==> src/rtl/lut_neuron_loader.sv <==
// Runtime-programmable LUT neuron.
// A loader streams a truth table over a valid/ready config port into
// distributed RAM; once the table is complete the block serves registered
// lookups with the same address/data shape as a generated neuron ROM.
module lut_neuron_loader #(
    parameter int IN_BITS  = 8,
    parameter int OUT_BITS = 1,
    parameter int LOAD_W   = 8
) (
    input  logic                clk,
    input  logic                rst_n,
    input  logic                cfg_start,
    input  logic                cfg_valid,
    output logic                cfg_ready,
    input  logic [LOAD_W-1:0]   cfg_data,
    output logic                cfg_done,
    output logic                loaded,
    input  logic                in_valid,
    output logic                in_ready,
    input  logic [IN_BITS-1:0]  in_data,
    output logic                out_valid,
    output logic [OUT_BITS-1:0] out_data
);

    localparam int DEPTH = 1 << IN_BITS;
    localparam int EPB   = LOAD_W / OUT_BITS;   // table entries per config beat
    localparam int BEATS = DEPTH / EPB;         // beats per full table
    localparam int CNT_W = (BEATS > 1) ? $clog2(BEATS) : 1;
    localparam logic [CNT_W-1:0] LAST_BEAT = CNT_W'(BEATS - 1);

    typedef enum logic [1:0] {
        S_EMPTY,
        S_LOAD,
        S_READY
    } state_t;

    state_t              state;
    state_t              state_nxt;
    logic [CNT_W-1:0]    beat_cnt;
    logic                cfg_fire;
    logic                last_fire;
    logic                in_fire;
    logic [OUT_BITS-1:0] mem [DEPTH];

    assign cfg_fire  = cfg_valid && cfg_ready;
    assign last_fire = cfg_fire && (beat_cnt == LAST_BEAT);
    assign in_fire   = in_valid && in_ready;

    // State register.
    always_ff @(posedge clk) begin
        // NOTE: sequential state uses non-blocking assignments so every flop
        // samples the pre-edge values regardless of block ordering.
        if (!rst_n) begin
            state <= S_EMPTY;
        end else begin
            state <= state_nxt;
        end
    end

    // Next-state logic: cfg_start overrides everything and (re)enters LOAD.
    always_comb begin
        // NOTE: default assignment first so no path leaves state_nxt unassigned
        // and infers a latch.
        state_nxt = state;
        if (cfg_start) begin
            state_nxt = S_LOAD;
        end else begin
            case (state)
                S_LOAD:  if (last_fire) state_nxt = S_READY;
                default: state_nxt = state;
            endcase
        end
    end

    // Output decode: handshakes are masked on a cfg_start cycle.
    always_comb begin
        cfg_ready = 1'b0;
        in_ready  = 1'b0;
        loaded    = 1'b0;
        case (state)
            S_LOAD:  cfg_ready = !cfg_start;
            S_READY: begin
                loaded   = 1'b1;
                in_ready = !cfg_start;
            end
            default: ;
        endcase
    end

    // Beat counter and the one-cycle completion pulse.
    always_ff @(posedge clk) begin
        if (!rst_n) begin
            beat_cnt <= '0;
            cfg_done <= 1'b0;
        end else begin
            cfg_done <= last_fire;
            if (cfg_start) begin
                beat_cnt <= '0;
            end else if (cfg_fire) begin
                beat_cnt <= last_fire ? '0 : beat_cnt + 1'b1;
            end
        end
    end

    // Table write: slice k of beat b lands in entry b*EPB+k.
    always_ff @(posedge clk) begin
        // NOTE: the table RAM has no reset; its contents only matter after a
        // full load, and leaving it unreset keeps it mappable to LUT RAM.
        if (cfg_fire) begin
            for (int k = 0; k < EPB; k++) begin
                mem[IN_BITS'(int'(beat_cnt) * EPB + k)] <= cfg_data[k*OUT_BITS +: OUT_BITS];
            end
        end
    end

    // Registered lookup: one-cycle latency, data holds when idle.
    always_ff @(posedge clk) begin
        if (!rst_n) begin
            out_valid <= 1'b0;
            out_data  <= '0;
        end else begin
            out_valid <= in_fire;
            if (in_fire) begin
                out_data <= mem[in_data];
            end
        end
    end

endmodule
==> config.mk <==
export PLATFORM = sky130hd
export DESIGN_NAME = lut_neuron_loader
export DESIGN_NICKNAME = d
export VERILOG_FILES = /design/src/rtl/lut_neuron_loader.sv
export SDC_FILE = /design/constraint.sdc
export NUM_CORES = 1
export LEC_CHECK = 0
export CAP_MARGIN = 0
export CORE_MARGIN = 3
export CORE_UTILIZATION = 55
export CTS_BUF_LIST = sky130_fd_sc_hd__clkbuf_8 sky130_fd_sc_hd__clkbuf_16
export DETAILED_ROUTE_END_ITERATION = 10
export PLACE_DENSITY = 0.74
export SLEW_MARGIN = 20
export SYNTH_ARGS = -nofsm -noshare
export SYNTH_HDL_FRONTEND = slang
export SYNTH_SLANG_ARGS = --single-unit
==> constraint.sdc <==
create_clock -name clk -period 2.17 [get_ports clk]
set_input_delay 0.217 -clock clk [delete_from_list [all_inputs] [get_ports clk]]
set_output_delay 0.217 -clock clk [all_outputs]
set_load 0.02 [all_outputs]
==> out/results.ini, run 1 <==
[synthesis]
synth_edf_count=256
synth_top_family_by_area=multiplexers
synth-adder-area-share=0.002359
ys_top_cells_by_count=edfxtp_1 (256), mux4_2 (56), nor2_1 (42)
synth_top_area_frac=0.7246
syn-num-nets=575
synth_ff_type=edfxtp_1
yosys.area_share.simple=0.05720
yosys_warnings=0
netlist_area_sq_mm=0.01061
synthArstFlopShare=0
synthMuxAreaShare=0.1468
ys_seq_area_frac=0.7435
syn_inst=552
post-synth-top-area-cell=edfxtp_1
synth-xor-area-share=0.0008256
ys_ff_latch=266
synth_most_common_cell=edfxtp_1
synthDistinctLibCells=51
synthTopCellsByArea=edfxtp_1 (72%), mux4_2 (12%), mux2i_1 (2.3%)
synth_compound_area_frac=0.02866
syn_avg_cell_area_sq_um=19.22

[global_route]
grt_pass1_wl_microns=36110
antenna_found_initial=0
overflow=0
grt_max_degree=33
track_usage=0.2333
grt_pass1_vias=6196

[cells_and_area]
final_area_sq_mm=0.01293
diodes=0
syn_to_final_growth_pct=21.90
final_nets=712
fin_cells=970
layout-drive-gt1-share=0.3197

[timing]
hold_viol=0
report.final.slew_viol_count=0
rsz0062_at_grt=yes
worst-slew-pin-transition_ns=0.4907
period_minus_slack_ns=2.082
skew_ns=0.01025
period_share=0.9593
holdWs_ns=0.4263
fmax_mhz=480.4
maxSlewHeadroom=0.6724
finalSetupViolations=0
fin_tns_setup_ns=0
layout_setup_ws_ns=0.08840

[drt]
wl_per_cell_microns=24.15
via_count=5816
antenna_left=0
wl_microns=23420
first_pass_iters=8
drt_iter0_drc=579
viasPerCell=5.996
post-route-drc-count=0

[setup_path]
cp_max_fo=8
crit_type=flip-flop to flip-flop
worst_ep_arrival_time_ns=2.31
crit_required_ns=2.40
cp-end-kind=flip-flop
startpoint_type=flip-flop

[clocking]
cts_sinks=266
ctsHoldBuffers=0
clockRootBuffer=clkbuf_16
clk_pin_slew_worst_paths_ns=0.06
cts_tree=yes
ctsHtreeMaxLevel=1
cts_setup_buffers=0
numCtsBuffers=27
clk_latency_ns=0.53
clockBufferDepth=3

[placed_design]
place.detailed.hpwl_microns=14890
place_inst=920
pre_cts_slack_ns=-0.1927
placed_area_sq_mm=0.01197
gp_congestion=0.8621
port_buffers=26

[power]
p_leak_nw=4.427
peakVddDrop_mv=0.8634
power.density_mw_per_mm2=862.1

[min_path]
hp-class=input pin to flip-flop

[floorplan]
rows=50
dieArea_sq_mm=0.02099
fp.dieH_microns=144.9
die_w_microns=144.9
pin_count=27
core_sq_mm=0.01883
initial_utilization=0.5634

[status]
status=complete, no violations

[flow_run]
maxCapViolCount=0

==> routing by layer <==
| metal | track usage | part of all wire | wire length [microns] |
|---|---|---|---|
| met5 | 0 | 0 | 0 |
| met4 | 0.06480 | 0.029 | 672 |
| met3 | 0.03878 | 0.073 | 1713 |
| met2 | 0.3840 | 0.50 | 11600 |
| met1 | 0.3291 | 0.40 | 9438 |
==> metrics by stage <==
step	total power, mW	utilization
2_1_floorplan	6.023	-
3_3_place_gp	6.330	0.6355
3_5_place_dp	6.340	0.6355
4_1_cts	11.21	0.6866
5_1_grt	11.44	0.6868
6_report	11.15	0.6868
==> placed cells by master, fill, tap and decap left out, types with 7 or more instances in the layout <==
cell and n:
buf_12 9, buf_4 102, bufinv_16 7, clkbuf_16 27
clkdlybuf4s50_1 23, clkinv_1 8, dfxtp_1 10, edfxtp_1 256
inv_1 9, mux2i_1 24, mux4_2 56, nand2_1 15
nand2b_1 7, nand3_1 13, nor2_1 42, o21ai_0 8
==> cell families (layout without fill, tap and decap cells) <==
kind of cell             Yosys count  in the layout
multiplexers                      85             85
adder cells (fa/ha/maj)            2              2
buffers and inverters             35            193
AND/OR/NAND/NOR                  121            121
XOR/XNOR                           1              1
AO/OA/AOI/OAI                     42             42
flip-flops                       266            266
==> final timing paths <==
kind                                            start               endpoint  slack, ns  depth (start not counted)
worst max register to register  state[0]$_SDFFE_PN0P_     mem[235]$_DFFE_PP_       0.09                          5
worst min register to register  state[1]$_SDFFE_PP0P_  state[1]$_SDFFE_PP0P_       0.53                          2
worst min-delay path                         in_valid  out_data$_SDFFE_PN0P_       0.43                          4
worst max-delay path            state[0]$_SDFFE_PN0P_     mem[235]$_DFFE_PP_       0.09                          5
==> area by class of cell <==
| class | instances | area (sq um) |
|---|---|---|
| clock buffer | 27 | 675.6 |
| tap | 260 | 325.3 |
| clock inverter | 23 | 281.5 |
| sequential | 266 | 7888 |
| inverter | 7 | 26.28 |
| multi-input combinational | 251 | 2542 |
| timing repair buffer | 136 | 1194 |
| fill | 1193 | 5898 |
==> state kept, by name (all words and copies together), names as in the netlist <==
name and cells:
beat_cnt 5, state 2, mem 256, out_data 1, cfg_done 1, out_valid 1
==> critical path, cell delays in order (launching register included) <==
cell     delay [ns]
dfxtp_1        0.38
nor3b_2        0.21
nand2_1        0.21
or3_1          0.54
nor2_1         0.23
buf_4          0.21
==> power breakdown <==
part           total [mW]  switching (mW)  internal (mW)
clock                4.92            1.83           3.09
combinational       0.602           0.322          0.280
sequential           5.63         0.00244           5.63
==> what timing repair did <==
item,CTS,global route
resized for setup,1,1
hold endpoints to repair,0,0
endpoints found under the setup margin,1,2
Power figures use the tool's default switching activity.
==> run 2, diff against run 1 <==
--- a/config.mk
+++ b/config.mk
@@ -7,10 +7,11 @@
 export LEC_CHECK = 0
 export CAP_MARGIN = 0
 export CORE_MARGIN = 3
-export CORE_UTILIZATION = 55
+export CORE_UTILIZATION = 35
 export CTS_BUF_LIST = sky130_fd_sc_hd__clkbuf_8 sky130_fd_sc_hd__clkbuf_16
 export DETAILED_ROUTE_END_ITERATION = 10
-export PLACE_DENSITY = 0.74
+export GPL_TIMING_DRIVEN = 0
+export PLACE_DENSITY = 0.51
 export SLEW_MARGIN = 20
 export SYNTH_ARGS = -nofsm -noshare
 export SYNTH_HDL_FRONTEND = slang
==> run 2 against run 1 <==
Sequential power hardly changed; clock power hardly changed; sequential cell count stayed put; final area is 0.41% higher; critical endpoint is now mem[68]$_DFFE_PP_; non-clock buffer count is 67 lower; highest routed layer unchanged; combinational power is 2% lower.
==> out/results.ini, run 2 (same netlist as run 1, synthesis figures left out) <==
[floorplan]
dieArea_sq_mm=0.03244  ; was 0.02099 sq mm
rows=63  ; was 50
core_sq_mm=0.02980  ; was 0.01883 sq mm
die_w_microns=180.1  ; was 144.9 microns
pin_count=27  ; unchanged
fp.dieH_microns=180.1  ; was 144.9 microns
initial_utilization=0.3561  ; was 0.5634

[drt]
first_pass_iters=4  ; was 8
drt_iter0_drc=460  ; was 579
post-route-drc-count=0  ; unchanged
wl_per_cell_microns=26.15  ; was 24.15 microns
wl_microns=27090  ; was 23,420 microns
viasPerCell=5.421  ; was 5.996
via_count=5616  ; was 5,816
antenna_left=0  ; unchanged

[flow_run]
maxCapViolCount=0  ; unchanged

[cells_and_area]
diodes=0  ; unchanged
final_common_cell=edfxtp_1  ; unchanged
final_nets=647  ; was 712
top_regs=mem: 256 flops, beat_cnt: 5 flops, state: 2 flops  ; unchanged
fin_cells=1036  ; was 970
regMostFlops=mem  ; unchanged
nFillCells=2621  ; was 1,193
layout-drive-gt1-share=0.3220  ; was 0.3197
multi_input_area_sq_mm=0.002845  ; was 0.002542 sq mm
regArea_sq_mm=0.007889  ; was 0.007888 sq mm
syn_to_final_growth_pct=22.40  ; was 21.90%
final_cell_mix=edfxtp_1 (256), mux4_2 (56), clkbuf_16 (29)  ; was edfxtp_1 (256), buf_4 (102), mux4_2 (56)
largest_register_ffs=256  ; unchanged

[placed_design]
place.detailed.hpwl_microns=17580  ; was 14,890 microns
gp_congestion=0.8088  ; was 0.8621
port_buffers=21  ; was 26
place_inst=971  ; was 920

[global_route]
overflow=0  ; unchanged
met2_usage=0.2811  ; was 0.3840
grt-busiest-layer=met2  ; unchanged
antenna_found_initial=0  ; unchanged
grt_util_met1=0.2287  ; was 0.3291
grt_max_degree=24  ; was 33
grt_pass1_wl_microns=40370  ; was 36,110 microns
met3_usage=0.03532  ; was 0.03878
grt_pass1_vias=6007  ; was 6,196
track_usage=0.1667  ; was 0.2333

[clocking]
clk_pin_slew_worst_paths_ns=0.06  ; about the same
numCtsBuffers=29  ; was 27
clk_latency_ns=0.54  ; was 0.53 ns
cts_sinks=266  ; unchanged
ctsHtreeMaxLevel=1  ; unchanged
cts_tree=yes  ; unchanged
ctsHoldBuffers=0  ; unchanged
clockRootBuffer=clkbuf_16  ; unchanged
clockBufferDepth=3  ; unchanged

[power]
pwr-share-comb=0.053  ; was 0.054
power.share.switching=0.2040  ; was 0.1932
peakVddDrop_mv=0.5270  ; was 0.8634 mV
p_total_mw=11.13  ; was 11.15 mW
internal-power_mw=8.862  ; was 8.995 mW
p_clk_frac=0.441  ; about the same
p_seq_frac=0.506  ; was 0.505
power.density_mw_per_mm2=857.4  ; was 862.1 mW/mm^2
p_leak_nw=4.099  ; was 4.427 nW
p_sw_mw=2.271  ; was 2.154 mW

[setup_path]
cp_max_fo=10  ; was 8
startpoint_type=flip-flop  ; unchanged
crit_type=flip-flop to flip-flop  ; unchanged
crit_required_ns=2.41  ; was 2.40 ns
cp-end-kind=flip-flop  ; unchanged
worst_ep_arrival_time_ns=2.35  ; was 2.31 ns

[timing]
worst-slew-pin-transition_ns=0.6525  ; was 0.4907 ns
period_minus_slack_ns=2.110  ; was 2.082 ns
period_share=0.9721  ; was 0.9593
maxSlewHeadroom=0.5641  ; was 0.6724
report.final.slew_viol_count=0  ; unchanged
skew_ns=0.02278  ; was 0.01025 ns
finalSetupViolations=0  ; unchanged
fmax_mhz=474.0  ; was 480.4 MHz
hold_viol=0  ; unchanged
fin_tns_setup_ns=0  ; unchanged

[status]
status=complete, no violations  ; unchanged

[min_path]
hp-class=input pin to flip-flop  ; unchanged

==> run 2: changes by cell type in the layout (fill, tap and decap cells not counted), moves of 5 or more <==
cell	change
nor3_4	+8
buf_4	-95
nor2_1	-25
buf_2	+14
buf_12	+6
clkbuf_2	+5
clkdlybuf4s50_1	-10
nor3_2	-6
nor2_4	+20
buf_6	+5
nor2_2	+5
==> run 2: through the flow <==
stage	util	cell area, sq um	hold slack (ns)	setup WS (ns)
final	0.4358	12990	0.08447	0.06044
after global routing	0.4358	12990	0.08385	-0.01491
after CTS	0.4303	12820	0.07765	-0.1788
after detailed placement	0.3857	11490	0.5177	-0.9397
after global placement	0.3807	11340	0.5038	-0.9028
after floorplan	-	10640	0.3159	-0.08977
==> run 2: critical path: stages, from the launching register on <==
cell      delay [ns]
dfxtp_2         0.38
nor3b_4         0.25
nand2_2         0.13
clkbuf_4        0.21
or3_4           0.47
nor3_4          0.24
buf_12          0.15
==> run 2: final cells by class <==
class,instances,share of cell area
well taps,390,0.03758
clock inverters,24,0.01773
flip-flops and latches,266,0.6075
inverters,7,0.002120
clock buffers,29,0.05589
multi-input cells,251,0.2191
repair buffers,41,0.04336
plain buffers,28,0.01667
==> run 2: power by group through the flow <==
stage | logic (mW) | clock network [mW] | registers (mW)
floorplan | 0.283 | 0 | 5.74
global placement | 0.545 | 0 | 5.75
detailed placement | 0.587 | 0 | 5.74
CTS | 0.592 | 5.00 | 5.63
global route | 0.632 | 5.21 | 5.63
finish | 0.590 | 4.91 | 5.63
==> run 2: path summary, 6_finish.rpt <==
path | cells after the start | start | end | slack (ns)
setup / recovery | 6 | state[0]$_SDFFE_PN0P_ | mem[68]$_DFFE_PP_ | 0.06
hold / removal | 1 | cfg_data[1] | mem[105]$_DFFE_PP_ | 0.08
setup reg to reg | 6 | state[0]$_SDFFE_PN0P_ | mem[68]$_DFFE_PP_ | 0.06
hold reg to reg | 2 | out_data$_SDFFE_PN0P_ | out_data$_SDFFE_PN0P_ | 0.53
==> run 2: per-layer routing <==
layer,part of all wire,wire [microns]
met2,0.50,13500
met1,0.43,11780
met3,0.054,1463
met4,0.013,356
met5,0,0
==> run 2: what timing repair did <==
item,4_1_cts,5_1_grt
gates resized for setup,69,22
hold endpoints to repair,0,0
pin swaps,7,5
endpoints found under the setup margin,242,143
buffers inserted,6,6
